**src/rtl/mips_pkg.sv**
```systemverilog
// Shared MIPS datapath types and architectural register indices.
package mips_pkg;

  localparam int DATA_W = 32;
  localparam int ADDR_W = 5;

  typedef logic [DATA_W-1:0] word_t;
  typedef logic [ADDR_W-1:0] reg_idx_t;

  localparam reg_idx_t REG_ZERO = 5'd0;
  localparam reg_idx_t REG_SP   = 5'd29;
  localparam reg_idx_t REG_RA   = 5'd31;

endpackage

```
**src/rtl/reg_read_port.sv**
```systemverilog
// One combinational register-file read port: 32:1 mux, $zero forcing and an
// optional write-through path enabled by the byp_en tie-off.
module reg_read_port
  import mips_pkg::*;
#(
  parameter int DATA_W = mips_pkg::DATA_W,
  parameter int ADDR_W = mips_pkg::ADDR_W
) (
  input  logic [(1<<ADDR_W)-1:0][DATA_W-1:0] regs,
  input  logic [ADDR_W-1:0]                  rd_addr,
  input  logic                               byp_en,
  input  logic                               wr_act,
  input  logic [ADDR_W-1:0]                  wr_addr,
  input  logic [DATA_W-1:0]                  wr_data,
  output logic [DATA_W-1:0]                  rd_data
);

  logic hit;

  // wr_act already excludes reset and index 0, so a hit is always a real write
  assign hit = byp_en && wr_act && (wr_addr == rd_addr);

  always_comb begin
    rd_data = regs[rd_addr];
    if (hit) begin
      rd_data = wr_data;
    end
    if (rd_addr == ADDR_W'(REG_ZERO)) begin
      rd_data = '0;
    end
  end

endmodule

```
**src/rtl/reg_file_32.sv**
```systemverilog
// Two-read/one-write MIPS register file with a debug read port.
// REG_FILE_BYPASS_EN enables write-through forwarding on read ports 1 and 2.
module reg_file_32
  import mips_pkg::*;
#(
  parameter int                 DATA_W  = mips_pkg::DATA_W,
  parameter int                 ADDR_W  = mips_pkg::ADDR_W,
  parameter int                 SP_IDX  = 29,
  parameter logic [DATA_W-1:0]  SP_INIT = 32'h0000_7FFC
) (
  input  logic              clk,
  input  logic              rst,
  input  logic [ADDR_W-1:0] rd_addr1,
  output logic [DATA_W-1:0] rd_data1,
  input  logic [ADDR_W-1:0] rd_addr2,
  output logic [DATA_W-1:0] rd_data2,
  input  logic              wr_en,
  input  logic [ADDR_W-1:0] wr_addr,
  input  logic [DATA_W-1:0] wr_data,
  input  logic [ADDR_W-1:0] dbg_addr,
  output logic [DATA_W-1:0] dbg_data
);

  localparam int NREG = 1 << ADDR_W;

  // Entry 0 has no storage; the read mux sees a constant zero in its place.
  logic [NREG-1:1][DATA_W-1:0] mem;
  logic [NREG-1:0][DATA_W-1:0] regs;
  logic                        wr_act;
  logic                        byp_en;

  assign wr_act = wr_en && !rst && (wr_addr != ADDR_W'(REG_ZERO));
  assign regs   = {mem, {DATA_W{1'b0}}};

`ifdef REG_FILE_BYPASS_EN
  assign byp_en = 1'b1;
`else
  assign byp_en = 1'b0;
`endif

  always_ff @(posedge clk or posedge rst) begin
    if (rst) begin
      mem         <= '0;
      mem[SP_IDX] <= SP_INIT;
    end else if (wr_act) begin
      mem[wr_addr] <= wr_data;
    end
  end

  reg_read_port #(.DATA_W(DATA_W), .ADDR_W(ADDR_W)) u_rd1 (
    .regs    (regs),
    .rd_addr (rd_addr1),
    .byp_en  (byp_en),
    .wr_act  (wr_act),
    .wr_addr (wr_addr),
    .wr_data (wr_data),
    .rd_data (rd_data1)
  );

  reg_read_port #(.DATA_W(DATA_W), .ADDR_W(ADDR_W)) u_rd2 (
    .regs    (regs),
    .rd_addr (rd_addr2),
    .byp_en  (byp_en),
    .wr_act  (wr_act),
    .wr_addr (wr_addr),
    .wr_data (wr_data),
    .rd_data (rd_data2)
  );

  // Debug view always shows committed state, never the in-flight write
  reg_read_port #(.DATA_W(DATA_W), .ADDR_W(ADDR_W)) u_dbg (
    .regs    (regs),
    .rd_addr (dbg_addr),
    .byp_en  (1'b0),
    .wr_act  (wr_act),
    .wr_addr (wr_addr),
    .wr_data (wr_data),
    .rd_data (dbg_data)
  );

endmodule

```
**config.mk**
```make
export PLATFORM = sky130hd
export DESIGN_NAME = reg_file_32
export DESIGN_NICKNAME = d
export VERILOG_FILES = /design/src/rtl/mips_pkg.sv /design/src/rtl/reg_read_port.sv /design/src/rtl/reg_file_32.sv
export SDC_FILE = /design/constraint.sdc
export NUM_CORES = 2
export LEC_CHECK = 0
export BUFFER_PORTS_ARGS = -buffer_cell sky130_fd_sc_hd__buf_2
export CORE_UTILIZATION = 56
export CTS_CLUSTER_SIZE = 40
export DETAILED_ROUTE_END_ITERATION = 7
export HOLD_SLACK_MARGIN = 0.05
export PLACE_DENSITY = 0.73
export SYNTH_ARGS = -nofsm -noshare
export SYNTH_HDL_FRONTEND = slang
export SYNTH_HIERARCHICAL = 1
export SYNTH_SLANG_ARGS = --single-unit
```
**constraint.sdc**
```tcl
create_clock -name clk -period 46.2 [get_ports clk]
set_input_delay 2.31 -clock clk [delete_from_list [all_inputs] [get_ports clk]]
set_output_delay 2.31 -clock clk [all_outputs]
set_load 0.005 [all_outputs]
```
### Yosys cells after proc, flatten, opt, wreduce, memory -nomap -nowiden

Cells that the tools add are included.
Widths: inputs -> output; s select.

| storage, ports and cells | value |
|---|---|
| register bits after elaboration | 992 |
| bits in latches | 0 |
| memory bits (writable) | 0 |
| bits in read-only memories | 0 |
| bits of input ports | 55 |
| output and inout bits | 96 |
| word-level logic and storage cells | 56 |
| memories kept | 0 |

| operators by class | value |
|---|---|
| add/sub/neg operators | 0 |
| $mul | 0 |
| div/mod/pow operators | 0 |
| magnitude comparators | 5 |
| equal/unequal tests | 0 |
| shift-type cells | 0 |
| muxes and demuxes | 12 |
| bitwise operators | 0 |
| reductions and logical operators | 8 |

Operators with widths:

| operator | number |
|---|---|
| $bwmux 992 | 1 |
| $bmux 32 s5 | 3 |
| $mux 32 | 7 |
| $demux 32 s5 | 1 |
| $lt 5x6->1 const B | 4 |
| $logic_not 5->1 | 3 |
| $ge 5x1->1 const B | 1 |
| $reduce_bool 5->1 | 1 |
| $logic_and 1x1->1 | 3 |
| $logic_not 1->1 | 1 |

### Depth between registers and ports, before layout

| depth | value |
|---|---|
| depth after elaboration | 5 |
| mapped depth | 10 |
| depth with buffers taken out | 7 |

### By module

The synthesis kept the hierarchy.

Modules (own cells, without submodules):

| module | instances | cells an instance | area each (um^2) | sequential area each (um^2) |
|---|---|---|---|---|
| reg_file_32 | 1 | 2225 | 37101.8 | 24840.1 |
| reg_read_port | 3 | 769 | 8775.9 | 0.0 |

### Worst setup path after synthesis

Ideal clock, no wire load.

| timing | value |
|---|---|
| path type | input port to output port |
| start point | in dbg_addr[0] |
| end point | out dbg_data[26] |
| arrival time | 3.822 ns |
| data required time | 43.890 ns |
| setup slack | 40.068 ns |
| cell stages on the path | 7 |
| path buffers | 3 |
| cell sequence | buf_6 buf_6 buf_4 mux4_2 a22oi_1 nand2_1 a221o_1 |

| between the ends | value |
|---|---|
| longest elaborated chain between the ends | 3 |
| elaborated cells between the ends (all ways) | 4 |
| those cells by class | mux (3); reduce/logical (1) |

Ends and longest elaborated chain:

| element | line | source |
|---|---|---|
| start, declared | reg_file_32.sv:20 | `input logic [ADDR_W-1:0] dbg_addr,` |
| $bmux 32 s5 | reg_read_port.sv:24 | `rd_data = regs[rd_addr];` |
| $mux 32 (not written as such) | reg_read_port.sv:24 |  |
| $mux 32 * | reg_read_port.sv:28 | `if (rd_addr == ADDR_W'(REG_ZERO)) begin` |
| end, declared | reg_file_32.sv:21 | `output logic [DATA_W-1:0] dbg_data` |

Every way passes the cells marked *; elsewhere a longest branch is shown, timed or not. The select of a mux whose other input is x is not followed.

### Worst setup path in the final report

| timing | value |
|---|---|
| start point | in dbg_addr[0] |
| end point | out dbg_data[19] |

The elaborated chain is that of the path after synthesis.

==> flow_summary.toml <==
[setup_path]
crit_path_max_incr_delay_ns = 0.88
crit_start = "dbg_addr[0]"
reg2reg_to = "mem[356]"
critPathSlowestCell = "buf_4"
critical_path_class = "in -> out"
end_kind = "output port"
rr_startpoint = "mem[356]"
ff2ff_path_depth = 1
path_cells = "buf_8, buf_4, buf_4, buf_4, mux4_2, mux2i_1, o22ai_1, a311oi_1, a211oi_1, buf_2"
path_max_fanout = 65
arrival_ns = 7.24
required_ns = 43.89
worst_path_most_repeated_cell = "buf_4"
regToRegSetupSlack_ns = 45.36
start_kind = "primary input"

[finish]
stdcell_area_sq_um = 68530
largest_reg_flops = 992
multiInputGateArea_sq_um = 36280
syn_to_final_growth_pct = 8.036
drive_above_1_share_pct = 46.54
final_common_cell = "mux2_2"
regArea_sq_um = 24840
regMostFlops = "mem"
nets = 4559
nFillCells = 8552
reg_top3 = "mem: 992 flops"
final_cell_mix = "mux2_2 (983), dfrtp_1 (979), mux4_2 (624), mux2i_1 (342), a22oi_1 (213)"

[logic_synthesis]
synth_ff_type = "dfrtp_1"
synthTopCellsByArea = "dfrtp_1 (39%), mux4_2 (22%), mux2_2 (17%)"
synth_edf_count = 0
synth_cell_types = 61
synth_area_sq_um = 63430
seq_area_frac_synth_pct = 39.16
synth_top_area_share_pct = 38.62
synth_async_sr_flop_share_pct = 100.0
ys_seq_elements = 992
synth_warnings = 6
synth_top_area_cell = "dfrtp_1"
syn-instance-count = 4532
syn_area_per_cell_sq_um = 14.00

[power]
switchingPower_mw = 0.7464
vdd_drop_max_uv = 32.86
pwr-share-clk_pct = 36.5
intPower_mw = 1.827
power.leakage_nw = 29.82
swShare_pct = 29.01
powerDensity_nw_per_um2 = 37.55
p_seq_share_pct = 42.6
combPwrFrac_pct = 20.9

[clocking]
ctsHoldBuffers = 0
clk_latency_ns = 0.73
cts-root-buf = "clkbuf_16"
ctsResizeCount = 0
cts_tree = "built"
post_cts_buffers = 0
cts.path.max_buffers = 3
cts_max_level = 3
path_clk_slew_ns = 0.05
cts-buffers-inserted = 111
cts_sinks = 992

[timing]
hold_viol_final = 0
slew_headroom_pct = -6.456
setup_viol = 0
fin_setup_tns_ns = 0
clock_skew_ns = 0
slew_viol_final = 15
worst_slew_pin_slew_ns = 1.595
min_period_ns = 9.548
rsz0062_at_grt = "no"
fin_crit_sh_pct = 20.67
max_freq_ghz = 0.1047

[run_status]
outcome = "finished, violations left"
violations = "DRC, slew limit"

[global_route]
antenna_found_initial = 10
grt_pass1_vias = 45680
grt.total_usage_pct = 37.50
grt_max_degree = 159
grt_pass1_wl_um = 316000
overflow = 0

[job]
maxCapViolCount = 0

[routing]
dr.pass1.iters = 8
wirelength_um = 214400
wire_per_inst_um = 35.16
drc_errors = 1
drtAntennaViolNets = 0
drt_iter0_drc = 6088
vias_per_cell = 7.516
via_count = 45840

[die]
rows = 123
core-area_sq_um = 112300
die-area_sq_um = 114600
initial_core_util_pct = 56.46
die_w_um = 338.6
ioPinCount = 151
die_h_um = 338.6

[worst_hold_path]
holdPathEnd = "mem[895]"
hp-start = "mem[895]"
whs_path_depth = 1
hold_path.class = "reg -> reg"

[placed_design]
port_buffers = 150
hpwl_um = 124100
placed_cell_area_sq_um = 64670
finalWeightedCongestion = 0.8913
metrics by stage:
| step | hold WS [ns] | cells | util (%) | worst slack (ns) | total power, mW |
|---|---|---|---|---|---|
| 3_3_place_gp | 0.5026 | 5891 | 57.56 | 36.67 | 1.610 |
| 3_5_place_dp | 0.5183 | 5891 | 57.56 | 36.66 | 1.632 |
| 6_report | 0.5314 | 6099 | 61.00 | 36.65 | 2.573 |
| 2_1_floorplan | 0.4869 | 4633 | - | 15.99 | 1.488 |
| 5_1_grt | 0.5636 | 6098 | 60.99 | 36.40 | 2.658 |
| 4_1_cts | 0.5304 | 6098 | 60.99 | 36.66 | 2.564 |
critical path: cells and delay by family:
family	cells	cell delay (ns)
multiplexers	2	0.75
AO/OA/AOI/OAI	3	0.71
buffers and inverters	5	3.17
layout make-up:
type                            instances  share of cell area [%]
Multi-Input combinational cell       3142                   52.95
Sequential cell                       992                   36.25
Clock buffer                          158                   4.618
Tap cell                             1500                   2.739
Timing Repair Buffer                  247                   2.366
Clock inverter                         49                   1.010
Inverter                               10                 0.06573
Antenna cell                            1                0.003652
logic make-up after synthesis:
| family | Yosys count | synth area share (%) |
|---|---|---|
| compound gates | 594 | 7.001 |
| xor+xnor | 15 | 0.2071 |
| buf+inv | 499 | 4.622 |
| flops | 992 | 39.16 |
| mux | 1958 | 45.16 |
| other cells | 1 | 0.005912 |
| simple gates | 473 | 3.839 |
power by group through the flow:
stage / logic (mW) / clock network (mW) / registers, mW
floorplan: 0.413 / 0 / 1.07
global placement: 0.515 / 0 / 1.10
detailed placement: 0.525 / 0 / 1.11
CTS: 0.527 / 0.945 / 1.09
global route: 0.563 / 0.980 / 1.11
finish: 0.537 / 0.940 / 1.10
worst max path at each step:
stage / cells past startpoint / to
2_1_floorplan: 1 / mem[0]
3_3_place_gp: 10 / dbg_data[19]
3_5_place_dp: 10 / dbg_data[19]
4_1_cts: 10 / dbg_data[19]
5_1_grt: 10 / dbg_data[10]
6_report: 10 / dbg_data[19]
cells in the mapped netlist, types with 7 or more instances:
cell      number
clkbuf_1     171
nor2b_1       24
o21ai_1       18
nand2_1      115
nor4_1        18
a311oi_1      18
mux2_1         9
a221oi_1      42
a211oi_1      54
dfstp_2       13
mux4_2       624
a21o_1        12
o21ai_0       39
mux2i_1      342
nand3_1       19
xor2_1        12
buf_2        180
nand2b_1      24
buf_4         33
buf_8         24
o22ai_1       54
dfrtp_1      979
a22oi_1      213
a221o_1       30
nor3_1        49
inv_1          7
nor2_1       160
buf_6         57
buf_1         21
a21oi_1       27
o211ai_1      48
a22o_1        18
mux2_2       983
nor2_2        10
routing by layer:
metal / vias up / share of wire [%] / track usage [%]
li1: 17890 / - / -
met1: 23770 / 37 / 51.11
met2: 3352 / 43 / 53.94
met3: 819 / 14 / 12.90
met4: 14 / 5.5 / 17.85
met5: - / 0.039 / 0.2083
(Power assumes the default switching activity.)
